[src/rtl/demux_pkg.sv]
// -----------------------------------------------------------------------------
// demux_pkg
// Shared definitions for the demux2way16_router block.
//   LANE_A / LANE_B : in_sel encodings (0 -> lane A, 1 -> lane B)
//   DATA_W          : default routed word width
//   lane_state_t    : per-lane FIFO occupancy state (EMPTY / PARTIAL / FULL)
// -----------------------------------------------------------------------------
package demux_pkg;

    localparam logic LANE_A = 1'b0;
    localparam logic LANE_B = 1'b1;

    localparam int DATA_W = 16;

    typedef enum logic [1:0] {
        ST_EMPTY   = 2'd0,
        ST_PARTIAL = 2'd1,
        ST_FULL    = 2'd2
    } lane_state_t;

endpackage : demux_pkg

[src/rtl/demux_lane_fifo.sv]
// -----------------------------------------------------------------------------
// demux_lane_fifo
// Single output lane of the router: a small registered FIFO with a
// valid/ready output handshake. Owns storage, pointers, occupancy and the
// EMPTY/PARTIAL/FULL lane state.
//
// Ports
//   clk        in   1      rising-edge clock
//   reset_n    in   1      synchronous active-low reset; clears everything
//   push       in   1      write push_data to the tail (ignored when full)
//   push_data  in   WIDTH  word to enqueue
//   full       out  1      lane holds DEPTH words
//   valid      out  1      lane is non-empty
//   data       out  WIDTH  head word (0 after reset)
//   pop        in   1      consumer takes the head (ignored when empty)
// -----------------------------------------------------------------------------
module demux_lane_fifo
    import demux_pkg::*;
#(
    parameter int WIDTH = DATA_W,
    parameter int DEPTH = 2
) (
    input  logic             clk,
    input  logic             reset_n,
    input  logic             push,
    input  logic [WIDTH-1:0] push_data,
    output logic             full,
    output logic             valid,
    output logic [WIDTH-1:0] data,
    input  logic             pop
);

    localparam int PTR_W = (DEPTH > 1) ? $clog2(DEPTH) : 1;
    localparam int OCC_W = PTR_W + 1;
    localparam logic [OCC_W-1:0] OCC_FULL = OCC_W'(DEPTH);
    localparam logic [OCC_W-1:0] OCC_ONE  = OCC_W'(1);
    localparam logic [PTR_W-1:0] PTR_ONE  = PTR_W'(1);

    lane_state_t      state;
    lane_state_t      state_next;
    logic [OCC_W-1:0] occ;
    logic [OCC_W-1:0] occ_next;
    logic [PTR_W-1:0] wr_ptr;
    logic [PTR_W-1:0] rd_ptr;
    logic [WIDTH-1:0] mem [DEPTH];

    logic do_push;
    logic do_pop;

    // Qualify requests with the registered state so a caller can never
    // overflow or underflow the lane, whatever it drives.
    assign do_push = push & (state != ST_FULL);
    assign do_pop  = pop  & (state != ST_EMPTY);

    assign full  = (state == ST_FULL);
    assign valid = (state != ST_EMPTY);
    assign data  = mem[rd_ptr];

    // State / occupancy register
    always_ff @(posedge clk) begin
        if (!reset_n) begin
            state <= ST_EMPTY;
            occ   <= '0;
        end else begin
            state <= state_next;
            occ   <= occ_next;
        end
    end

    // Next-state: occupancy decides PARTIAL vs. the EMPTY/FULL boundaries.
    always_comb begin
        state_next = state;
        occ_next   = occ;
        unique case (state)
            ST_EMPTY: begin
                // valid=0 here, so a pop cannot coincide with a push.
                if (do_push) begin
                    occ_next   = occ + OCC_ONE;
                    state_next = (occ_next == OCC_FULL) ? ST_FULL : ST_PARTIAL;
                end
            end
            ST_PARTIAL: begin
                if (do_push && !do_pop) begin
                    occ_next   = occ + OCC_ONE;
                    state_next = (occ_next == OCC_FULL) ? ST_FULL : ST_PARTIAL;
                end else if (do_pop && !do_push) begin
                    occ_next   = occ - OCC_ONE;
                    state_next = (occ_next == '0) ? ST_EMPTY : ST_PARTIAL;
                end
            end
            ST_FULL: begin
                // Pushes are already masked off while full.
                if (do_pop) begin
                    occ_next   = occ - OCC_ONE;
                    state_next = ST_PARTIAL;
                end
            end
            default: begin
                occ_next   = '0;
                state_next = ST_EMPTY;
            end
        endcase
    end

    // Storage and pointers; pointers wrap modulo DEPTH (power of two).
    always_ff @(posedge clk) begin
        if (!reset_n) begin
            wr_ptr <= '0;
            rd_ptr <= '0;
            for (int i = 0; i < DEPTH; i++) begin
                mem[i] <= '0;
            end
        end else begin
            if (do_push) begin
                mem[wr_ptr] <= push_data;
                wr_ptr      <= wr_ptr + PTR_ONE;
            end
            if (do_pop) begin
                rd_ptr <= rd_ptr + PTR_ONE;
            end
        end
    end

endmodule : demux_lane_fifo

[src/rtl/demux2way16_router.sv]
// -----------------------------------------------------------------------------
// demux2way16_router
// 1-to-2 demultiplexer for 16-bit words. Each accepted input word is steered
// to lane A (in_sel=0) or lane B (in_sel=1); every lane buffers in its own
// FIFO and offers words to its consumer over valid/ready. Words appear on a
// lane one cycle after acceptance; there is no input-to-output bypass.
//
// Optional feature: define DEMUX2WAY16_STATS_EN to add per-lane pop counters
// (a_count / b_count ports). Without it those ports and counters are absent.
//
// Ports
//   clk       in   1      rising-edge clock
//   reset_n   in   1      synchronous active-low reset
//   in_data   in   WIDTH  word to route
//   in_sel    in   1      0 -> lane A, 1 -> lane B
//   in_valid  in   1      producer offers in_data/in_sel
//   in_ready  out  1      selected lane can accept this cycle
//   a_data    out  WIDTH  lane A head word
//   a_valid   out  1      lane A non-empty
//   a_ready   in   1      lane A consumer takes head
//   b_data    out  WIDTH  lane B head word
//   b_valid   out  1      lane B non-empty
//   b_ready   in   1      lane B consumer takes head
//   a_count   out  CNT_W  words popped from lane A (stats build only)
//   b_count   out  CNT_W  words popped from lane B (stats build only)
// -----------------------------------------------------------------------------
module demux2way16_router
    import demux_pkg::*;
#(
    parameter int WIDTH = DATA_W,
    parameter int DEPTH = 2,
    parameter int CNT_W = 16
) (
    input  logic             clk,
    input  logic             reset_n,
    input  logic [WIDTH-1:0] in_data,
    input  logic             in_sel,
    input  logic             in_valid,
    output logic             in_ready,
    output logic [WIDTH-1:0] a_data,
    output logic             a_valid,
    input  logic             a_ready,
    output logic [WIDTH-1:0] b_data,
    output logic             b_valid,
    input  logic             b_ready
`ifdef DEMUX2WAY16_STATS_EN
    ,
    output logic [CNT_W-1:0] a_count,
    output logic [CNT_W-1:0] b_count
`endif
);

    logic a_full;
    logic b_full;
    logic a_push;
    logic b_push;
    logic a_pop;
    logic b_pop;

    // in_ready looks only at the selected lane's registered fullness; a pop on
    // a full lane in the same cycle does not open a slot until the next cycle.
    assign in_ready = (in_sel == LANE_B) ? ~b_full : ~a_full;

    assign a_push = in_valid & (in_sel == LANE_A) & ~a_full;
    assign b_push = in_valid & (in_sel == LANE_B) & ~b_full;

    assign a_pop  = a_valid & a_ready;
    assign b_pop  = b_valid & b_ready;

    demux_lane_fifo #(
        .WIDTH (WIDTH),
        .DEPTH (DEPTH)
    ) u_lane_a (
        .clk       (clk),
        .reset_n   (reset_n),
        .push      (a_push),
        .push_data (in_data),
        .full      (a_full),
        .valid     (a_valid),
        .data      (a_data),
        .pop       (a_pop)
    );

    demux_lane_fifo #(
        .WIDTH (WIDTH),
        .DEPTH (DEPTH)
    ) u_lane_b (
        .clk       (clk),
        .reset_n   (reset_n),
        .push      (b_push),
        .push_data (in_data),
        .full      (b_full),
        .valid     (b_valid),
        .data      (b_data),
        .pop       (b_pop)
    );

`ifdef DEMUX2WAY16_STATS_EN
    localparam logic [CNT_W-1:0] CNT_ONE = CNT_W'(1);

    // Free-running pop counters; natural wrap at 2^CNT_W.
    always_ff @(posedge clk) begin
        if (!reset_n) begin
            a_count <= '0;
            b_count <= '0;
        end else begin
            if (a_pop) begin
                a_count <= a_count + CNT_ONE;
            end
            if (b_pop) begin
                b_count <= b_count + CNT_ONE;
            end
        end
    end
`endif

endmodule : demux2way16_router

[config.mk]
export PLATFORM = sky130hd
export DESIGN_NAME = demux2way16_router
export DESIGN_NICKNAME = d
export VERILOG_FILES = /design/src/rtl/demux_pkg.sv /design/src/rtl/demux_lane_fifo.sv /design/src/rtl/demux2way16_router.sv
export SDC_FILE = /design/constraint.sdc
export NUM_CORES = 1
export LEC_CHECK = 0
export BUFFER_PORTS_ARGS = -buffer_cell sky130_fd_sc_hd__buf_2
export CORE_ASPECT_RATIO = 1.75
export CORE_MARGIN = 8
export CORE_UTILIZATION = 35
export DETAILED_ROUTE_END_ITERATION = 7
export GPL_TIMING_DRIVEN = 0
export PLACE_DENSITY = 0.5
export SYNTH_ARGS = -nofsm -noshare
export SYNTH_HDL_FRONTEND = slang
export SYNTH_SLANG_ARGS = --single-unit
[constraint.sdc]
create_clock -name clk -period 2.6 [get_ports clk]
set_input_delay 0.26 -clock clk [delete_from_list [all_inputs] [get_ports clk]]
set_output_delay 0.26 -clock clk [all_outputs]
set_load 0.05 [all_outputs]
==> impl_metrics.ini <==
[clock_network]
cts_buffer_depth = 2
ctsHtreeMaxLevel = 3
postCtsSetupBuffers = 0
postCtsHoldBufs = 0
cts_resized = 0
cts.clk_slew.worst_paths_ns = 0.06
cts_made_buffers = 9
cts_root_buf = clkbuf_16
cts_tree = built
clock-sinks = 78
clk_latency_ns = 0.32

[worst_setup_path]
crit_arrival_ns = 2.15
slowest_stage = buf_1
slowest_delay_ns = 0.53
rr_startpoint = u_lane_a.state[0]
path_class = flop to primary output
worstPathRequired_ns = 2.34
crit_path_cell_trace = clkbuf_1 -> buf_1 -> mux2_2 -> buf_2
r2r_cells = 4
cp-end-kind = primary output
critical_path.startpoint_type = flop
cp.depth = 4
cp_num_buf_inv = 3
cp_max_fo = 10
cpLargestDelayFamily = buffers and inverters

[final_layout]
utilization_pct = 42.7
final_common_cell = and2_1
antenna_cells = 0
final_cell_mix = and2_1, edfxtp_1, buf_2
layout-drive-gt1-share_pct = 32.2
area_growth_pct = 18.9
fin_nets = 378
fillCellCount = 1011

[route]
vias = 2315
drc = 0
via_per_inst = 4.78
drt_pass1_iterations = 4
routed_wl_um = 8160
initialDrtViolationCount = 73
wire_per_inst_um = 16.9
route.antenna.remaining_nets = 0

[synthesis]
synth_area_leaders = edfxtp_1, and2_1, mux2_2, dfxtp_1, nor2_1
async_flop_share_pct = 0
synth_edf_count = 64
synth_area_per_cell_um2 = 12.8
ys.flop_type = edfxtp_1
synth_seq_cells = 78
ys_types = 45
ys_seq_area_share_pct = 59.8
yosys.area.top_type = edfxtp_1
synth_top_area_share_pct = 52.2
ys.warnings.count = 0
netlist_instances = 287
syn_nets = 313
synth_area_um2 = 3680

[place]
place.gp.congestion = 0.729
portBuffers = 54
pre_cts_slack_ns = 0.315
place_hpwl_um = 5940

[floorplanning]
die_y_um = 152
num_rows = 49
core_area_um2 = 10200
io-pin-count = 57
dieArea_um2 = 14200
die_w_um = 93.5
start_util_pct = 36.0

[grt]
gr-usage-met2_pct = 22.0
grt_overflow = 0
grt_max_degree = 17
grtUsageMet3_pct = 3.65
grt_pass1_vias = 2508
grt_usage_pct = 12.2
gr-max-usage-layer = met2
grt_pass1_wl_um = 12800
antenna_found_initial = 0
use_met1_pct = 12.4

[pwr]
ir_drop_uv = 333
power.density_nw_per_um2 = 743
power_leakage_nw = 1.79
power_mw = 3.25

[sta]
setup_tns_ns = 0
period_share_pct = 92.7
max_freq_ghz = 0.415
fin_crit_ns = 2.41
drv_slew = 0
setup_ws_ns = 0.189
fin_worst_skew_ns = 0.00528
slew-limit-headroom_pct = 38.8
rsz0062_at_grt = false
hold_viol = 0
setup_viol = 0
worst_pin_slew_ns = 0.918
whs_ns = 0.256

[min_path]
hold_path.startpoint = in_data[0]
holdCritPathClass = input port to flop
hold_depth = 2

[job]
maxCapViolCount = 0

[run_status]
status = completed
-- cell usage after synthesis (3+ instances only) --
cell type,n
a21oi_1,7
and2_1,65
buf_2,3
clkbuf_1,10
dfxtp_1,14
edfxtp_1,64
ha_1,4
inv_1,8
mux2_2,34
nand2_1,11
nand2b_1,5
nor2_1,15
o21ai_0,5
xor2_1,5
-- cells by family (layout without fill, tap and decap cells) --
logic type / after synthesis / count (layout) / synth area share [%]
flops: 78 / 78 / 59.8
mux: 35 / 35 / 10.7
compound gates: 27 / 27 / 5.00
simple gates: 111 / 111 / 17.7
fa+ha+maj: 4 / 4 / 1.36
buf+inv: 24 / 94 / 2.75
xor+xnor: 8 / 8 / 2.69
-- registers in the layout, summed over array words and instances (netlist names), named ones only --
| name | flops |
|---|---|
| u_lane_a.rd_ptr | 1 |
| u_lane_b.state | 2 |
| u_lane_a.occ | 2 |
| u_lane_a.state | 2 |
| u_lane_b.occ | 2 |
| u_lane_a.mem | 32 |
| u_lane_b.rd_ptr | 1 |
| u_lane_b.wr_ptr | 1 |
| u_lane_a.wr_ptr | 1 |
| u_lane_b.mem | 32 |
-- power by group --
| group | switching, mW | leakage [nW] | total [mW] | internal (mW) |
|---|---|---|---|---|
| registers | 0.0356 | 0.785 | 1.48 | 1.44 |
| logic | 0.462 | 0.868 | 0.685 | 0.224 |
| clock network | 0.456 | 0.136 | 1.09 | 0.635 |
| total | 0.953 | 1.79 | 3.25 | 2.30 |
-- routing by layer --
metal,vias up,part of all wire (%)
met5,-,0
li1,1152,-
met2,51,55
met3,4,6.5
met1,1108,38
met4,0,0.77
-- final timing paths --
| check | to | slack (ns) |
|---|---|---|
| hold / removal | u_lane_b.mem[1][0] | 0.26 |
| setup reg to reg | u_lane_a.mem[1][14] | 0.36 |
| hold reg to reg | flop | 0.51 |
| setup / recovery | b_data[4] | 0.19 |
-- through the flow --
stage | area (µm²) | cells
after floorplan | 3680 | 287
after global placement | 4110 | 468
after detailed placement | 4120 | 468
after CTS | 4380 | 484
after global routing | 4380 | 484
final | 4380 | 484
-- worst register-to-register path: cells and delay by family (launching register included) --
family	cells	cell delay (ns)
AND/OR/NAND/NOR	4	1.41
flip-flops	1	0.45
-- final cells by class --
type                       instances  area (µm²)  share of cell area (%)
sequential                        78        2200                    50.3
buffer                            16        71.3                    1.63
inverter                           8        30.0                   0.686
tap                              127         159                    3.63
clock inverter                     6        30.0                   0.686
multi-input combinational        185        1390                    31.6
timing repair buffer              54         270                    6.17
clock buffer                      10         229                    5.23
Power figures use the tool's default switching activity.
